## config.mk

```make
export PLATFORM = sky130hd
export DESIGN_NAME = neuron_alu2_sequencer_flat
export DESIGN_NICKNAME = d
export VERILOG_FILES = /design/src/rtl/neuron_alu2_sequencer_if.sv /design/src/rtl/neuron_alu2_sequencer.sv /design/src/flat_wrapper.sv
export SDC_FILE = /design/constraint.sdc
export NUM_CORES = 1
export LEC_CHECK = 0
export CORE_AREA = 2 2 119 144
export CTS_CLUSTER_DIAMETER = 60
export DETAILED_ROUTE_END_ITERATION = 12
export DIE_AREA = 0 0 121 146
export GPL_ROUTABILITY_DRIVEN = 0
export PLACE_DENSITY = 0.86
export SYNTH_ARGS = -nofsm -noshare
export SYNTH_HDL_FRONTEND = slang
export SYNTH_SLANG_ARGS = --single-unit
```

## constraint.sdc

```tcl
create_clock -name clk -period 1.6 [get_ports clk]
set_input_delay 0.32 -clock clk [delete_from_list [all_inputs] [get_ports clk]]
set_output_delay 0.32 -clock clk [all_outputs]
set_load 0.02 [all_outputs]
```

## src/rtl/neuron_alu2_sequencer_if.sv

```systemverilog
// Stream and ALU2 bus between the neuron sequencer (master) and its environment (slave).
// Carries the input/weight handshake and the shared ALU2 operand/result wires.
interface neuron_alu2_sequencer_if #(
    parameter int nBits = 32
);
    logic                    in_valid;
    logic                    in_ready;
    logic signed [nBits-1:0] in_x;
    logic signed [nBits-1:0] in_w;
    logic [2:0]              alu_ctrl;
    logic signed [nBits-1:0] alu_a;
    logic signed [nBits-1:0] alu_c;
    logic signed [nBits-1:0] alu_result;

    modport master (
        input  in_valid, in_x, in_w, alu_result,
        output in_ready, alu_ctrl, alu_a, alu_c
    );

    modport slave (
        output in_valid, in_x, in_w, alu_result,
        input  in_ready, alu_ctrl, alu_a, alu_c
    );
endinterface

```

## src/rtl/neuron_alu2_sequencer.sv

```systemverilog
// Drives a shared ALU2 through mul/add for NIN pairs, then a signed threshold compare.
// Optional macro NEURON_SEQ_BIAS_EN adds a bias port that seeds the accumulator.
module neuron_alu2_sequencer #(
    parameter int nBits = 32,
    parameter int NIN   = 4
) (
    input  logic                    clk,
    input  logic                    reset_n,
    input  logic                    start,
    input  logic signed [nBits-1:0] threshold,
`ifdef NEURON_SEQ_BIAS_EN
    input  logic signed [nBits-1:0] bias,
`endif
    neuron_alu2_sequencer_if.master bus,
    output logic                    busy,
    output logic                    done,
    output logic signed [nBits-1:0] out_acc,
    output logic                    out_fire
);

    localparam int             CW       = $clog2(NIN + 1);
    localparam logic [CW-1:0]  LAST_IDX = CW'(NIN - 1);

    localparam logic [2:0] CTRL_ADD  = 3'b000;
    localparam logic [2:0] CTRL_MUL  = 3'b001;
    localparam logic [2:0] CTRL_GE   = 3'b010;
    localparam logic [2:0] CTRL_PASS = 3'b111;

    typedef enum logic [2:0] {
        S_IDLE,
        S_MUL,
        S_ACC,
        S_THRESH,
        S_DONE
    } state_t;

    state_t                  r_state;
    state_t                  w_next;
    logic signed [nBits-1:0] r_acc;
    logic signed [nBits-1:0] r_product;
    logic signed [nBits-1:0] r_thresh;
    logic signed [nBits-1:0] r_out_acc;
    logic                    r_out_fire;
    logic [CW-1:0]           r_count;
    logic                    w_last;
    logic signed [nBits-1:0] w_acc_init;

    // Comparing against NIN-1 avoids a wider count+1 term.
    assign w_last = (r_count == LAST_IDX);

`ifdef NEURON_SEQ_BIAS_EN
    assign w_acc_init = bias;
`else
    assign w_acc_init = '0;
`endif

    always_ff @(posedge clk or negedge reset_n) begin
        if (!reset_n) begin
            r_state <= S_IDLE;
        end else begin
            r_state <= w_next;
        end
    end

    always_comb begin
        w_next       = r_state;
        busy         = 1'b1;
        done         = 1'b0;
        bus.in_ready = 1'b0;
        bus.alu_ctrl = CTRL_PASS;
        bus.alu_a    = '0;
        bus.alu_c    = '0;
        case (r_state)
            S_IDLE: begin
                busy = 1'b0;
                if (start) w_next = S_MUL;
            end
            S_MUL: begin
                bus.in_ready = 1'b1;
                bus.alu_ctrl = CTRL_MUL;
                bus.alu_a    = bus.in_x;
                bus.alu_c    = bus.in_w;
                if (bus.in_valid) w_next = S_ACC;
            end
            S_ACC: begin
                bus.alu_ctrl = CTRL_ADD;
                bus.alu_a    = r_acc;
                bus.alu_c    = r_product;
                w_next       = w_last ? S_THRESH : S_MUL;
            end
            S_THRESH: begin
                bus.alu_ctrl = CTRL_GE;
                bus.alu_a    = r_acc;
                bus.alu_c    = r_thresh;
                w_next       = S_DONE;
            end
            S_DONE: begin
                done   = 1'b1;
                w_next = S_IDLE;
            end
            default: begin
                busy   = 1'b0;
                w_next = S_IDLE;
            end
        endcase
    end

    always_ff @(posedge clk or negedge reset_n) begin
        if (!reset_n) begin
            r_acc      <= '0;
            r_product  <= '0;
            r_thresh   <= '0;
            r_count    <= '0;
            r_out_acc  <= '0;
            r_out_fire <= 1'b0;
        end else begin
            case (r_state)
                S_IDLE: begin
                    if (start) begin
                        r_thresh <= threshold;
                        r_acc    <= w_acc_init;
                        r_count  <= '0;
                    end
                end
                S_MUL: begin
                    if (bus.in_valid) r_product <= bus.alu_result;
                end
                S_ACC: begin
                    r_acc   <= bus.alu_result;
                    r_count <= r_count + 1'b1;
                end
                S_THRESH: begin
                    r_out_fire <= bus.alu_result[0];
                    r_out_acc  <= r_acc;
                end
                default: ;
            endcase
        end
    end

    assign out_acc  = r_out_acc;
    assign out_fire = r_out_fire;

endmodule

```

## src/flat_wrapper.sv

```systemverilog
// flat-port wrapper written by rule: the top's interface ports become plain ports
module neuron_alu2_sequencer_flat 
#(
    parameter int nBits = 32,
    parameter int NIN   = 4
)
  (clk, reset_n, start, threshold, busy, done, out_acc, out_fire, bus_in_valid, bus_in_x, bus_in_w, bus_alu_result, bus_in_ready, bus_alu_ctrl, bus_alu_a, bus_alu_c);
  neuron_alu2_sequencer_if #(.nBits(nBits)) bus_i ();
  input  logic clk;
  input  logic reset_n;
  input  logic start;
  input  logic signed [nBits-1:0] threshold;
  output logic busy;
  output logic done;
  output logic signed [nBits-1:0] out_acc;
  output logic out_fire;
  input wire logic [$bits(bus_i.in_valid)-1:0] bus_in_valid;
  input wire logic [$bits(bus_i.in_x)-1:0] bus_in_x;
  input wire logic [$bits(bus_i.in_w)-1:0] bus_in_w;
  input wire logic [$bits(bus_i.alu_result)-1:0] bus_alu_result;
  output wire logic [$bits(bus_i.in_ready)-1:0] bus_in_ready;
  output wire logic [$bits(bus_i.alu_ctrl)-1:0] bus_alu_ctrl;
  output wire logic [$bits(bus_i.alu_a)-1:0] bus_alu_a;
  output wire logic [$bits(bus_i.alu_c)-1:0] bus_alu_c;
  assign bus_i.in_valid = bus_in_valid;
  assign bus_i.in_x = bus_in_x;
  assign bus_i.in_w = bus_in_w;
  assign bus_i.alu_result = bus_alu_result;
  assign bus_in_ready = bus_i.in_ready;
  assign bus_alu_ctrl = bus_i.alu_ctrl;
  assign bus_alu_a = bus_i.alu_a;
  assign bus_alu_c = bus_i.alu_c;
  neuron_alu2_sequencer #(.nBits(nBits), .NIN(NIN)) u_core (.clk(clk), .reset_n(reset_n), .start(start), .threshold(threshold), .bus(bus_i), .busy(busy), .done(done), .out_acc(out_acc), .out_fire(out_fire));
endmodule
```

---- Yosys cells after proc, flatten, opt, wreduce, memory -nomap -nowiden ----
Index checks and enable logic that the tools add are counted.
W data, S select, Z words.
word-level totals
  register bits ........................... 135
  bits of input ports ..................... 132
  output and inout bits ................... 103
  logic and storage cells ................. 37
operators by class
  $add $sub $neg .......................... 1
  equality and inequality tests ........... 7
  mux-type cells .......................... 14
  reductions and logical operators ........ 8
operator list
  cell                   number
  $pmux W32 S2           2
  $pmux W32 S3           1
  $mux W32               1
  $pmux W3 S4            1
  $eq A3 B2 Y1 const B   3
  $mux W3                3
  $pmux W3 S3            1
  $reduce_and A2 Y1      4
  $pmux W3 S2            1
  $ne A2 B2 Y1 const B   2
  $reduce_or A4 Y1       1
  $add A3 B1 Y3 const B  1
  $eq A3 B1 Y1 const B   1
  $eq A3 B3 Y1 const B   1
  $logic_not A3 Y1       1
  $mux W1                3
  $mux W2                1
  $reduce_bool A2 Y1     1
  $reduce_or A2 Y1       1

---- Longest topological paths before layout ----
  depth in word-level cells ............... 3
  gate-level depth with buffers ........... 6
  depth with buffers taken out ............ 4

---- Worst setup path after synthesis ----
OpenSTA, ideal clock, no wires.
  path kind ............................... register -> output
  start ................................... register u_core.r_state[0]
  end ..................................... output port bus_alu_c[18]
  data arrival time ....................... 1584 ps
  data required time ...................... 1280 ps
  slack ................................... -304 ps
  stages on the path, launching flop included .. 6
  buffers on the path ..................... 3
  cell sequence ........................... dfrtp_1 -> buf_4 -> buf_2 -> buf_2 -> a21oi_1 -> a211oi_1
on the way
  longest elaborated chain between the ends .. 2
  elaborated cells between the ends (all ways) .. 4
  classes of those cells .................. 3 x eq/ne; 1 x mux
ends and longest elaborated chain
  item                                                 RTL line                     source
  start: declaration                                   neuron_alu2_sequencer.sv:37  state_t r_state;
  start signal: assignment                             neuron_alu2_sequencer.sv:61  r_state <= w_next;
  $eq A3 B2 Y1 / $eq A3 B1 Y1 (equally long branches)  neuron_alu2_sequencer.sv:73  case (r_state)
  $pmux W32 S3 (*)                                     neuron_alu2_sequencer.sv:73
  end: declaration                                     flat_wrapper.sv:24           output wire logic [$bits(bus_i.alu_c)-1:0] bus_alu_c;
Every way passes the cells marked *; elsewhere a longest branch is shown, timed or not.

---- Final worst setup path ----
  start ................................... register u_core.r_state[0]
  end ..................................... output port bus_alu_c[11]
Same word-level chain as after synthesis.

==> impl_metrics.tcl <==
set metrics [dict create \
    layout.cells.non_filler 1010 \
    finalCriticalPeriod_ns 2.120 \
    grt_pass1_wl_mm 32.89 \
    synth_xor_area_share_pct 0.1372 \
    cts_num_sinks 135 \
    violations "setup timing" \
    dp.cells 939 \
    initial_utilization_pct 39.53 \
    fp.dieArea_sq_mm 0.01767 \
    ys_ff_latch 135 \
    htreeDepth 4 \
    nNetsFinal 919 \
    max_cap_viol_count 0 \
    io_buffer_count 234 \
    grt_overflow 0 \
    drive_above_1_share_pct 52.01 \
    multi_input_area_sq_mm 0.003498 \
    cpPeakStageDelay_ns 0.54 \
    endpoint_kind "output pin" \
    crit_arrival_ns 1.80 \
    vdd_ir_drop_max_mv 1.176 \
    required_ns 1.28 \
    grt_max_degree 42 \
    clk_pin_slew_ns 0.06 \
    cp_common_cell "buf_4" \
    cts_root_buffer "clkbuf_16" \
    synthSimpleGateAreaFrac_pct 4.254 \
    numCtsBuffers 17 \
    start_kind "flip-flop" \
    cp-startpoint "u_core.r_state[0]" \
    rows 51 \
    maxSlewHeadroom_pct 79.38 \
    synth_compound_area_share_pct 15.08 \
    leakagePower_nw 5.433 \
    clk-insertion-delay-late_ns 0.41 \
    syn_avg_cell_area_sq_um 12.79 \
    synth_top_family_by_area "multiplexers" \
    max_freq_ghz 0.4716 \
    nFillCells 1000 \
    mostFrequentLayoutCell "dfrtp_1" \
    synthMuxAreaShare_pct 22.31 \
    area_delta_synth_final_pct 78.87 \
    wl_mm 24.10 \
    syn_inst 499 \
    die_h_um 146 \
    dp_hpwl_mm 14.58 \
    drc_errors 0 \
    hp-class "in -> async" \
    cp_max_fo 10 \
    final_cell_mix "dfrtp_1, clkdlybuf4s50_1, mux2_2" \
    worst_slew_pin_slew_ns 0.3007 \
    status "finished with violations" \
    finalMaxSlewViolations 0 \
    synth_fa_ha_area_share_pct 0.3921 \
    fin_skew_ns 0.01373 \
    setup_ws_ns -0.5205 \
    rsz0062_at_grt "yes" \
    cp_slowest_cell "dfrtp_4" \
    rr_startpoint "u_core.r_state[0]" \
    clockBufferDepth 2 \
    yosysUniqueCellTypes 28 \
    syn-num-nets 633 \
    grt_pass1_vias 5977 \
    drtIter0Drc 358 \
    fin_crit_sh_pct 132.5 \
    via_per_inst 5.547 \
    power_density_mw_per_mm2 2152 \
    finalHoldViolCount 0 \
    routedWlPerCell_um 23.86 \
    num_vias 5602 \
    diodes 0 \
    path_buf_inv 2 \
    firstDrtPassIters 4 \
    core-area_sq_mm 0.01614 \
    cts_tree "yes" \
    track_usage_pct 24.24 \
    fin_util_pct 70.71 \
    cp_cell_sequence "buf_4, mux2i_1, a211oi_4, buf_4" \
    setup_viol 202 \
    fp.dieW_um 121 \
    yosys_warnings 0 \
    worstSetupPathType "reg -> out" \
    synthesis.area_sq_mm 0.006382 \
    antenna_found_initial 0 \
    synth_sequential_area_ratio_pct 52.93 \
    regArea_sq_mm 0.003390 \
    crit_family "flip-flops" \
    io-pin-count 235 \
    tns_ns -63.88 \
    ant_nets 0 \
]
## routing by layer
metal / up-vias / global-route usage (%) / part of all wire [%]
li1: 2421 / - / -
met1: 2845 / 27.33 / 37
met2: 264 / 42.67 / 53
met3: 72 / 4.781 / 5.6
met4: 0 / 12.91 / 3.9
met5: - / 0 / 0
## state kept, by name (all words and copies together), names as in the netlist
signal	count
u_core.out_acc	32
u_core.out_fire	1
u_core.r_acc	32
u_core.r_count	3
u_core.r_product	32
u_core.r_state	3
u_core.r_thresh	32
## cell type report
cell class / instances / area share (%)
timing repair buffer: 314 / 31.69
multi-input combinational: 314 / 30.64
sequential: 135 / 29.69
clock buffer: 19 / 3.880
tap: 212 / 2.324
clock inverter: 13 / 1.677
inverter: 3 / 0.09864
## synthesized netlist by cell type, drive strengths merged
library cell / instances / share of area (%)
a22o: 34 / 4.7
a22oi: 33 / 3.9
dfrtp: 135 / 53
xnor2: 1 / 0.14
nand3b: 1 / 0.31
inv: 3 / 0.18
nor4b: 1 / 0.37
ha: 2 / 0.39
clkbuf: 8 / 0.47
o21bai: 1 / 0.12
mux2i: 32 / 5.0
nor3b: 2 / 0.59
mux2: 98 / 17
buf: 39 / 4.3
nand2b: 2 / 0.31
or3: 1 / 0.098
a21oi: 32 / 2.5
and2: 1 / 0.098
o22a: 1 / 0.14
nor2: 37 / 2.2
a211oi: 32 / 3.8
nor2b: 2 / 0.20
or2: 1 / 0.098
## repair_timing
action / 4_1_cts / 5_1_grt
setup buffers: 14 / 11
endpoints found under the setup margin: 235 / 236
gates resized for setup: 439 / 112
hold buffers: 1 / 0
hold endpoints to repair: 28 / 0
gates cloned: 5 / 12
pin swaps: 23 / 15
## cells by family (layout without fill, tap and decap cells)
kind of cell / after synthesis / after routing
simple gates: 48 / 48
flops: 135 / 135
mux: 130 / 130
fa+ha+maj: 2 / 2
compound gates: 133 / 133
buf+inv: 50 / 349
xor+xnor: 1 / 1
## final timing paths
path / endpoint / slack, ns / cells past startpoint
setup / recovery: bus_alu_c[11] / -0.52 / 4
hold / removal: u_core.r_thresh[2] / 0.36 / 2
max in group asynchronous: u_core.r_thresh[20] / 0.70 / 3
hold reg to reg: u_core.r_thresh[30] / 0.49 / 1
min in group clk: u_core.r_thresh[30] / 0.49 / 1
setup reg to reg: u_core.r_thresh[15] / -0.39 / 6
## metrics by stage
step	hold slack [ns]	cell area [sq um]	power, mW	worst slack [ns]
after floorplan	0.02441	6789	13.04	-0.1265
after global placement	0.2363	9608	17.36	-0.4817
after detailed placement	0.2336	9608	17.80	-0.5443
after CTS	0.3695	10750	23.28	-0.5276
after global routing	0.4023	11420	25.58	-0.5700
final	0.3611	11420	24.57	-0.5205
## worst reg2reg max path, stage by stage, from the launching register on
cell     delay [ns]
dfrtp_4        0.54
buf_6          0.18
buf_4          0.17
nor4b_4        0.30
buf_6          0.18
buf_8          0.15
mux2_2         0.35
## report_power, final
part / internal [mW] / switching [mW] / total (mW)
combinational: 7.28 / 6.65 / 13.9
clock: 2.67 / 1.54 / 4.21
sequential: 5.06 / 1.37 / 6.43
total: 15.0 / 9.56 / 24.6
No activity file was read; power rests on OpenSTA's default activity.
